### src/rtl/fp16_pkg.sv
// Shared constants and state encoding for the FP16 -> INT16 converter.
// The build option FP16_CVT_ROUND_EN selects round-to-nearest-even over truncation.
package fp16_pkg;
  localparam int FP16_EXP_W = 5;
  localparam int FP16_MAN_W = 10;
  localparam int FP16_BIAS  = 15;
  localparam logic [4:0]  FP16_EXP_MAX = 5'b11111;
  localparam logic [15:0] INT16_MAX = 16'h7FFF;
  localparam logic [15:0] INT16_MIN = 16'h8000;

  typedef enum logic [1:0] {
    IDLE,
    SHIFT,
    ROUND,
    DONE
  } cvt_state_t;
endpackage

### src/rtl/fp16_classify.sv
// Combinational FP16 field split and operand classification.
// Subnormals carry no implicit one.
module fp16_classify
  import fp16_pkg::*;
(
  input  logic [15:0] x,
  output logic        sign,
  output logic [4:0]  exp,
  output logic [10:0] mant_with_implicit,
  output logic        is_zero,
  output logic        is_subnormal,
  output logic        is_inf,
  output logic        is_nan
);
  logic [FP16_MAN_W-1:0] frac;
  logic                  frac_nz;
  logic                  exp_max;

  assign sign    = x[15];
  assign exp     = x[14:10];
  assign frac    = x[9:0];
  assign frac_nz = |frac;
  assign exp_max = (exp == FP16_EXP_MAX);

  assign mant_with_implicit = {exp != 5'd0, frac};

  assign is_zero      = (exp == 5'd0) && !frac_nz;
  assign is_subnormal = (exp == 5'd0) && frac_nz;
  assign is_inf       = exp_max && !frac_nz;
  assign is_nan       = exp_max && frac_nz;
endmodule

### src/rtl/fp16_to_int16_converter.sv
// Iterative FP16 -> signed INT16 converter, one mantissa shift per cycle.
// Define FP16_CVT_ROUND_EN for round-to-nearest-even; default truncates.
module fp16_to_int16_converter
  import fp16_pkg::*;
#(
  parameter logic [15:0] NAN_VALUE = 16'h0000,
  parameter bit          SATURATE  = 1'b1
) (
  input  logic        clk,
  input  logic        rst_n,
  input  logic        in_valid,
  output logic        in_ready,
  input  logic [15:0] x,
  output logic        out_valid,
  input  logic        out_ready,
  output logic [15:0] r,
  output logic        invalid,
  output logic        inexact,
  output logic        busy
);
  logic        c_sign;
  logic [4:0]  c_exp;
  logic [10:0] c_mant;
  logic        c_zero;
  logic        c_sub;
  logic        c_inf;
  logic        c_nan;

  fp16_classify u_cls (
    .x                  (x),
    .sign               (c_sign),
    .exp                (c_exp),
    .mant_with_implicit (c_mant),
    .is_zero            (c_zero),
    .is_subnormal       (c_sub),
    .is_inf             (c_inf),
    .is_nan             (c_nan)
  );

  cvt_state_t  state;
  logic        sign_q;
  logic        left_q;
  logic        guard_q;
  logic        sticky_q;
  logic [3:0]  cnt_q;
  logic [15:0] mag_q;

  logic        is_min;
  logic        is_ovf;
  logic        left;
  logic [4:0]  rsh;
  logic [3:0]  n_init;
  logic [15:0] sat_val;
  logic        inc;
  logic [15:0] rnd_mag;

  // -32768 is the single e==30 value that still fits
  assign is_min  = (c_exp == 5'd30) && c_sign && (c_mant[9:0] == 10'd0);
  assign is_ovf  = (c_exp == 5'd30) && !is_min;
  assign left    = (c_exp >= 5'd25);
  assign rsh     = 5'd25 - c_exp;
  assign n_init  = left ? 4'(c_exp - 5'd25)
                 : (rsh > 5'd12) ? 4'd12 : rsh[3:0];
  assign sat_val = (SATURATE && !c_sign) ? INT16_MAX : INT16_MIN;

`ifdef FP16_CVT_ROUND_EN
  assign inc = guard_q & (sticky_q | mag_q[0]);
`else
  assign inc = 1'b0;
`endif
  assign rnd_mag = mag_q + {15'd0, inc};

  assign in_ready  = (state == IDLE);
  assign busy      = (state != IDLE);
  assign out_valid = (state == DONE);

  always_ff @(posedge clk or negedge rst_n) begin
    if (!rst_n) begin
      state    <= IDLE;
      sign_q   <= 1'b0;
      left_q   <= 1'b0;
      guard_q  <= 1'b0;
      sticky_q <= 1'b0;
      cnt_q    <= 4'd0;
      mag_q    <= 16'd0;
      r        <= 16'd0;
      invalid  <= 1'b0;
      inexact  <= 1'b0;
    end else begin
      unique case (state)
        IDLE: begin
          if (in_valid) begin
            sign_q   <= c_sign;
            left_q   <= left;
            guard_q  <= 1'b0;
            sticky_q <= 1'b0;
            cnt_q    <= n_init;
            mag_q    <= {5'd0, c_mant};
            invalid  <= 1'b0;
            inexact  <= 1'b0;
            unique case (1'b1)
              c_nan: begin
                r       <= NAN_VALUE;
                invalid <= 1'b1;
                state   <= DONE;
              end
              c_inf, is_ovf: begin
                r       <= sat_val;
                invalid <= 1'b1;
                state   <= DONE;
              end
              is_min: begin
                r     <= INT16_MIN;
                state <= DONE;
              end
              c_zero, c_sub: begin
                r       <= 16'd0;
                inexact <= c_sub;
                state   <= DONE;
              end
              default: state <= SHIFT;
            endcase
          end
        end
        SHIFT: begin
          if (cnt_q != 4'd0) begin
            cnt_q <= cnt_q - 4'd1;
            if (left_q) begin
              mag_q <= mag_q << 1;
            end else begin
              mag_q    <= mag_q >> 1;
              guard_q  <= mag_q[0];
              sticky_q <= sticky_q | guard_q;
            end
          end
          if (cnt_q <= 4'd1) state <= ROUND;
        end
        ROUND: begin
          r       <= sign_q ? -rnd_mag : rnd_mag;
          inexact <= guard_q | sticky_q;
          invalid <= 1'b0;
          state   <= DONE;
        end
        DONE: begin
          if (out_ready) state <= IDLE;
        end
        default: state <= IDLE;
      endcase
    end
  end
endmodule

### config.mk
export PLATFORM = sky130hd
export DESIGN_NAME = fp16_to_int16_converter
export DESIGN_NICKNAME = d
export VERILOG_FILES = /design/src/rtl/fp16_pkg.sv /design/src/rtl/fp16_classify.sv /design/src/rtl/fp16_to_int16_converter.sv
export SDC_FILE = /design/constraint.sdc
export NUM_CORES = 1
export LEC_CHECK = 0
export CAP_MARGIN = 5
export CORE_ASPECT_RATIO = 1.1
export CORE_MARGIN = 4
export CORE_UTILIZATION = 30
export CTS_BUF_LIST = sky130_fd_sc_hd__clkbuf_16
export CTS_CLUSTER_DIAMETER = 80
export DETAILED_ROUTE_END_ITERATION = 10
export GPL_TIMING_DRIVEN = 1
export SLEW_MARGIN = 20
export SYNTH_ARGS = -nofsm -noshare
export SYNTH_HDL_FRONTEND = slang
export SYNTH_SLANG_ARGS = --single-unit
export TNS_END_PERCENT = 1
### constraint.sdc
create_clock -name clk -period 2 [get_ports clk]
set_input_delay 0.4 -clock clk [delete_from_list [all_inputs] [get_ports clk]]
set_output_delay 0.4 -clock clk [all_outputs]
set_load 0.005 [all_outputs]
==> results of run 1 <==
[Yosys cell counts (3+ instances only)]
| master | instances |
|---|---|
| o21ai_0 | 21 |
| o41ai_2 | 3 |
| a21oi_1 | 17 |
| o21ai_1 | 11 |
| o31ai_1 | 5 |
| nor2_1 | 27 |
| nand2b_1 | 4 |
| clkbuf_1 | 16 |
| buf_2 | 7 |
| xnor2_1 | 15 |
| xor2_1 | 4 |
| mux2i_1 | 10 |
| or4_1 | 4 |
| o22ai_1 | 4 |
| inv_1 | 15 |
| nand3_1 | 10 |
| mux2_2 | 7 |
| dfrtp_1 | 44 |
| ha_1 | 14 |
| a31oi_1 | 8 |
| nand2_1 | 54 |
[power by group through the flow]
stage / Combinational, mW / Sequential, mW / Clock [mW]
2_1_floorplan: 2.16 / 1.59 / 0
3_3_place_gp: 3.39 / 1.59 / 0
3_5_place_dp: 3.46 / 1.61 / 0
4_1_cts: 3.62 / 1.59 / 0.798
5_1_grt: 4.27 / 1.65 / 0.827
6_report: 3.81 / 1.59 / 0.777
[cells by family after synthesis]
group | Yosys count | share of synthesized area, %
buffers and inverters | 41 | 5.85
XOR/XNOR | 19 | 5.72
adder cells (fa/ha/maj) | 14 | 6.02
AO/OA/AOI/OAI | 87 | 20.2
flip-flops | 44 | 37.8
AND/OR/NAND/NOR | 115 | 18.3
multiplexers | 17 | 6.15
[stage by stage]
step                instance area, um2  hold WS [ps]
floorplan                         2910           104
global placement                  3750           422
detailed placement                3750           432
CTS                               3980           132
global route                      4100           151
finish                            4100           112
[metal layers]
layer,share of wire [%],vias up,GRT usage (%),wire length (um)
met2,49,48,23.7,3730
li1,-,1349,-,-
met1,45,1245,18.0,3370
met3,4.2,13,2.52,321
met5,0,-,0,0
met4,1.9,0,3.85,146
[worst paths after layout]
check,endpoint,slack [ps],depth (start not counted)
max reg2reg,r[13],70,6
min,r[5],110,1
min reg2reg,sticky_q,510,2
min in group clk,sticky_q,510,2
max,r[13],70,6
max in group asynchronous,r[10],1370,2
[state kept, by name, indices dropped and copies added (netlist names)]
signal	flops
cnt_q	4
guard_q	1
inexact	1
invalid	1
left_q	1
mag_q	16
r	16
sign_q	1
state	2
sticky_q	1
[area by class of cell]
cell class	instances	area (um2)	share of cell area, %
clock buffer	5	125	3.05
tap	117	146	3.57
clock inverter	2	8.76	0.214
sequential	44	1100	26.9
inverter	15	56.3	1.37
timing repair buffer	100	883	21.5
multi-input combinational	253	1780	43.4
[timing repair]
item                                    4_1_cts  5_1_grt
buffers inserted                              2        5
endpoints found under the setup margin       21       20
pin swaps                                     6        8
gates resized for setup                      23       19
gates cloned                                  1        0
==> summary.md, run 1 <==
| Metric | Value |
|---|---|
| Max cap viols | `0` |
| Synth cell types | `49` |
| NetSw | `2.57 mW` |
| Lkg Pwr | `1.85 nW` |
| Sequential share of the synthesized area | `37.8%` |
| Placeable Area | `0.00940 mm2` |
| Syn Inst Count | `337` |
| Mapped Area | `0.00291 mm2` |
| Die X | `102 um` |
| Critical path fanouts, max | `8` |
| Hold buffers post-CTS | `0` |
| VDD IR max | `0.000459 V` |
| Dpl ws | `-504 ps` |
| Area delta synth->final | `40.9%` |
| Final WL | `7570 um` |
| Largest area contributor in the netlist | `dfrtp_1` |
| Crit end category | `flop` |
| Worst path max stage delay | `530 ps` |
| Io pins | `41` |
| Row cnt | `37` |
| Synth Warn # | `0` |
| Slowest cell on crit path | `or4_1` |
| Tightest Pin Transition | `805 ps` |
| Sequential group share of total power | `25.8%` |
| Fmax | `517 MHz` |
| Fin crit share | `96.7%` |
| Most frequent cells in the layout | `buf_4 (56), nand2_1 (54), dfrtp_1 (44)` |
| R2r startpoint | `mag_q[7]` |
| Clock group share of total power | `12.6%` |
| Non-Filler Instances | `536` |
| Total negative setup slack | `0 ps` |
| Synth top area cells | `dfrtp_1 (38%), nand2_1 (7.0%), ha_1 (6.0%)` |
| Crit path kind | `reg2reg` |
| Switch share | `41.6%` |
| Grt total ovfl | `0` |
| First-pass GRT wire length | `13,000 um` |
| Clock Latency Late Sink | `280 ps` |
| Async set-reset flop share out of synthesis | `100%` |
| Comb power frac | `61.6%` |
| TritonCTS clock tree | `done` |
| Status | `finished clean` |
| Clk root buf | `clkbuf_16` |
| Final ANT Viol Nets | `0` |
| CTS max path bufs | `2` |
| Vias/cell | `4.95` |
| ANT cells | `0` |
| Syn nets | `371` |
| Worst-path clk slew | `60 ps` |
| Min Clock Period, post-route | `1930 ps` |
| FILL cells | `925` |
| Syn avg cell area | `8.64 um2` |
| Layout Utilization | `43.6%` |
| Worst Path Buf+Inv | `1` |
| Cell count after placement | `521` |
| Fin. Hold Viols | `0` |
| Total power | `6.17 mW` |
| Post-synth top flop | `dfrtp_1` |
| Critical Path Source | `mag_q[7]` |
| Height of the die | `111 um` |
| Share of cells above drive strength 1 | `24.6%` |
| Commonest non-fill, non-tap cell in the layout | `buf_4` |
| Slew headroom | `46.3%` |
| Via count | `2,655` |
| DR DRC count | `0` |
| CTS sink cnt | `44` |
| DR pass1 iterations | `4` |
| Critical path cell sequence | `or4_1 > buf_4 > o41ai_4 > xnor2_1 > nand2_1 > a21oi_1` |
| Die ar. | `0.0113 mm2` |
| Initial core utilization | `31.0%` |
| Yosys top cell area share | `37.8%` |
| Family with the most delay on the worst path | `simple AND/OR/NAND/NOR gates` |
| H-tree depth | `2` |
| Detailed router's first-iteration violation count | `155` |
| Post-synth EDFFs | `0` |
| Worst hold path type | `in2async` |
| PD cells | `1510 mW/mm2` |
| TritonCTS buffer count | `5` |
| Crit path DAT | `2140 ps` |
| Seq cells post-synth | `44` |
| Placer Congestion | `0.784` |
| Final Max Slew Viols | `0` |
| Startpoint types | `flop` |
| Final setup fails | `0` |
| PortBufs | `40` |
| Worst clock skew | `7.08 ps` |
| Post-detailed-placement half-perimeter wirelength | `5620 um` |
| Routed wire length per instance | `14.1 um` |
| Vias in the first global route | `2,675` |
| Final worst-path setup slack | `67.0 ps` |
| Int Pwr | `3.61 mW` |
| Largest net degree at the start of global routing | `28` |
| Worst EP required | `2210 ps` |
| Nets@finish | `453` |
| GRT Overall Usage | `13.9%` |
| Initial antenna violation count | `0` |
Note: power is estimated with default switching activity, not from simulation.
==> run 2, diff against run 1 <==
--- a/config.mk
+++ b/config.mk
@@ -9,10 +9,11 @@
 export CORE_ASPECT_RATIO = 1.1
 export CORE_MARGIN = 4
 export CORE_UTILIZATION = 30
-export CTS_BUF_LIST = sky130_fd_sc_hd__clkbuf_16
+export CTS_BUF_LIST = sky130_fd_sc_hd__clkbuf_8
 export CTS_CLUSTER_DIAMETER = 80
 export DETAILED_ROUTE_END_ITERATION = 10
 export GPL_TIMING_DRIVEN = 1
+export PLACE_DENSITY = 0.57
 export SLEW_MARGIN = 20
 export SYNTH_ARGS = -nofsm -noshare
 export SYNTH_HDL_FRONTEND = slang
==> summary.md, run 2 (synthesis gave the netlist of run 1 again) <==
| Metric | Value |
|---|---|
| DR DRC count | `0 (unchanged)` |
| Final setup fails | `0 (unchanged)` |
| Nets@finish | `450 (was 453)` |
| Total negative setup slack | `0 ps (unchanged)` |
| Most frequent cells in the layout | `nand2_1 (54), buf_4 (54), dfrtp_1 (44) (was buf_4 (56), nand2_1 (54), dfrtp_1 (44))` |
| Critical Path Source | `x[14] (was mag_q[7])` |
| Biggest registers after layout | `mag_q: 16 flops, r: 16 flops, cnt_q: 4 flops (unchanged)` |
| VDD IR max | `0.000409 V (was 0.000459 V)` |
| Comb power frac | `61.8% (was 61.6%)` |
| TritonCTS clock tree | `done (unchanged)` |
| Worst hold slack | `164 ps (was 112 ps)` |
| Vias/cell | `4.96 (was 4.95)` |
| Crit end category | `flop (unchanged)` |
| Clock group share of total power | `12.4% (was 12.6%)` |
| Dpl ws | `-538 ps (was -504 ps)` |
| RSZ-0062 raised after global routing | `true` |
| Routed wire length per instance | `14.6 um (was 14.1 um)` |
| Die ar. | `0.0113 mm2 (unchanged)` |
| Final WL | `7790 um (was 7570 um)` |
| Status | `finished clean (unchanged)` |
| Worst clock skew | `10.3 ps (was 7.08 ps)` |
| R2r endpoint | `r[15] (was r[13])` |
| DR pass1 iterations | `4 (unchanged)` |
| Placeable Area | `0.00940 mm2 (unchanged)` |
| Io pins | `41 (unchanged)` |
| CTS sink cnt | `44 (unchanged)` |
| Lkg Pwr | `1.82 nW (was 1.85 nW)` |
| R2r startpoint | `mag_q[12] (was mag_q[7])` |
| Initial core utilization | `31.0% (unchanged)` |
| H-tree depth | `2 (unchanged)` |
| Grt met1 use | `17.3% (was 18.0%)` |
| Int Pwr | `3.56 mW (was 3.61 mW)` |
| Startpoint types | `input port (was flop)` |
| Vias in the first global route | `2,647 (was 2,675)` |
| NetSw | `2.61 mW (was 2.57 mW)` |
| Initial antenna violation count | `0 (unchanged)` |
| Clk root buf | `clkbuf_8 (was clkbuf_16)` |
| Placer Congestion | `0.833 (was 0.784)` |
| Via count | `2,646 (was 2,655)` |
| Fin crit share | `98.6% (was 96.7%)` |
| Grt peak-use layer | `met2 (unchanged)` |
| CTS max path bufs | `2 (unchanged)` |
| Slew headroom | `46.4% (was 46.3%)` |
| Largest net degree at the start of global routing | `45 (was 28)` |
| Final worst-path setup slack | `28.2 ps (was 67.0 ps)` |
| Row cnt | `37 (unchanged)` |
| Placed inst area | `0.00373 mm2 (was 0.00375 mm2)` |
| Hold buffers post-CTS | `0 (unchanged)` |
| Grt total ovfl | `0 (unchanged)` |
| Area delta synth->final | `40.2% (was 40.9%)` |
| Tightest Pin Transition | `804 ps (was 805 ps)` |
| PortBufs | `40 (unchanged)` |
| Final Max Slew Viols | `0 (unchanged)` |
| Min Clock Period, post-route | `1970 ps (was 1930 ps)` |
| Met3 GRT Util | `1.89% (was 2.52%)` |
| First-pass GRT wire length | `12,600 um (was 13,000 um)` |
| Fin area | `0.00408 mm2 (was 0.00410 mm2)` |
| Critical path fanouts, max | `5 (was 8)` |
| Clock Latency Late Sink | `300 ps (was 280 ps)` |
| Height of the die | `111 um (unchanged)` |
| Worst EP required | `2230 ps (was 2210 ps)` |
| Crit path DAT | `2200 ps (was 2140 ps)` |
| Detailed router's first-iteration violation count | `101 (was 155)` |
| GRT Overall Usage | `13.6% (was 13.9%)` |
| Share of cells above drive strength 1 | `25.7% (was 24.6%)` |
| Worst Reg-to-Reg Cells | `5 (was 6)` |
| Sequential group share of total power | `25.8% (about the same)` |
| Non-Filler Instances | `534 (was 536)` |
| Cell count after placement | `520 (was 521)` |
| Final ANT Viol Nets | `0 (unchanged)` |
| Switch share | `42.3% (was 41.6%)` |
| ANT cells | `0 (unchanged)` |
| TritonCTS buffer count | `5 (unchanged)` |
| Internal reg-to-reg setup slack | `60 ps (was 70 ps)` |
| Worst hold path type | `in2async (unchanged)` |
| Worst-path clk slew | `90 ps (was 60 ps)` |
| PD cells | `1510 mW/mm2 (about the same)` |
| Max cap viols | `0 (unchanged)` |
| Fmax | `507 MHz (was 517 MHz)` |
| Post-detailed-placement half-perimeter wirelength | `5580 um (was 5620 um)` |
| Fin. Hold Viols | `0 (unchanged)` |
| Met2 Usage GRT | `23.2% (was 23.7%)` |
| Crit path kind | `in2reg (was reg2reg)` |
| Die X | `102 um (unchanged)` |
-- run 2: cell count changes in the layout (fill, tap and decap cells not counted), sizes merged --
cell / change
clkdlybuf4s50: +2
buf: -3
dlymetal6s2s: +1
clkinv: -1
dlygate4sd2: -3
inv: -1
clkbuf: +2
bufinv: +1
-- run 2: layout make-up --
class,count,area [um2]
timing repair buffer,97,855
fill,933,5320
clock buffer,7,96.3
sequential,44,1100
inverter,15,56.3
tap,117,146
clock inverter,1,30.0
multi-input combinational,253,1800
-- run 2: repair_timing --
item                       CTS  global route
resized for setup           10            32
cloned                       0             1
setup endpoints to repair   19            20
setup buffers                2             3
pin swaps                    1             8
-- run 2: worst max-delay path, stage by stage --
cell and delay [ps]:
clkdlybuf4s50_1 490, buf_4 190, nand4_1 120, a31oi_2 60, or4_4 580, and2_4 210, a21oi_1 140
-- run 2: worst max path at each step --
stage,endpoint,slack [ps],cells after the start
final,r[12],30,7
after global routing,r[12],-50,7
after CTS,busy,20,4
after detailed placement,r[14],-540,8
after global placement,r[8],-450,7
after floorplan,guard_q,60,8
-- run 2: stage by stage --
stage	util, %	total power, mW
6_report	43.4	6.17
5_1_grt	43.4	6.68
4_1_cts	41.6	5.91
3_5_place_dp	39.7	5.06
3_3_place_gp	39.7	4.98
2_1_floorplan	-	3.75
-- run 2: power groups by stage --
stage | Clock (mW) | Combinational (mW) | Sequential, mW
finish | 0.763 | 3.81 | 1.59
global route | 0.813 | 4.22 | 1.65
CTS | 0.774 | 3.55 | 1.59
detailed placement | 0 | 3.45 | 1.61
global placement | 0 | 3.39 | 1.59
floorplan | 0 | 2.16 | 1.59
-- run 2: layer usage --
metal  vias to the layer above  wire length, um
met2                        45             3980
met3                        13              247
met4                         0              171
met1                      1254             3390
met5                         -                0
li1                       1334                -
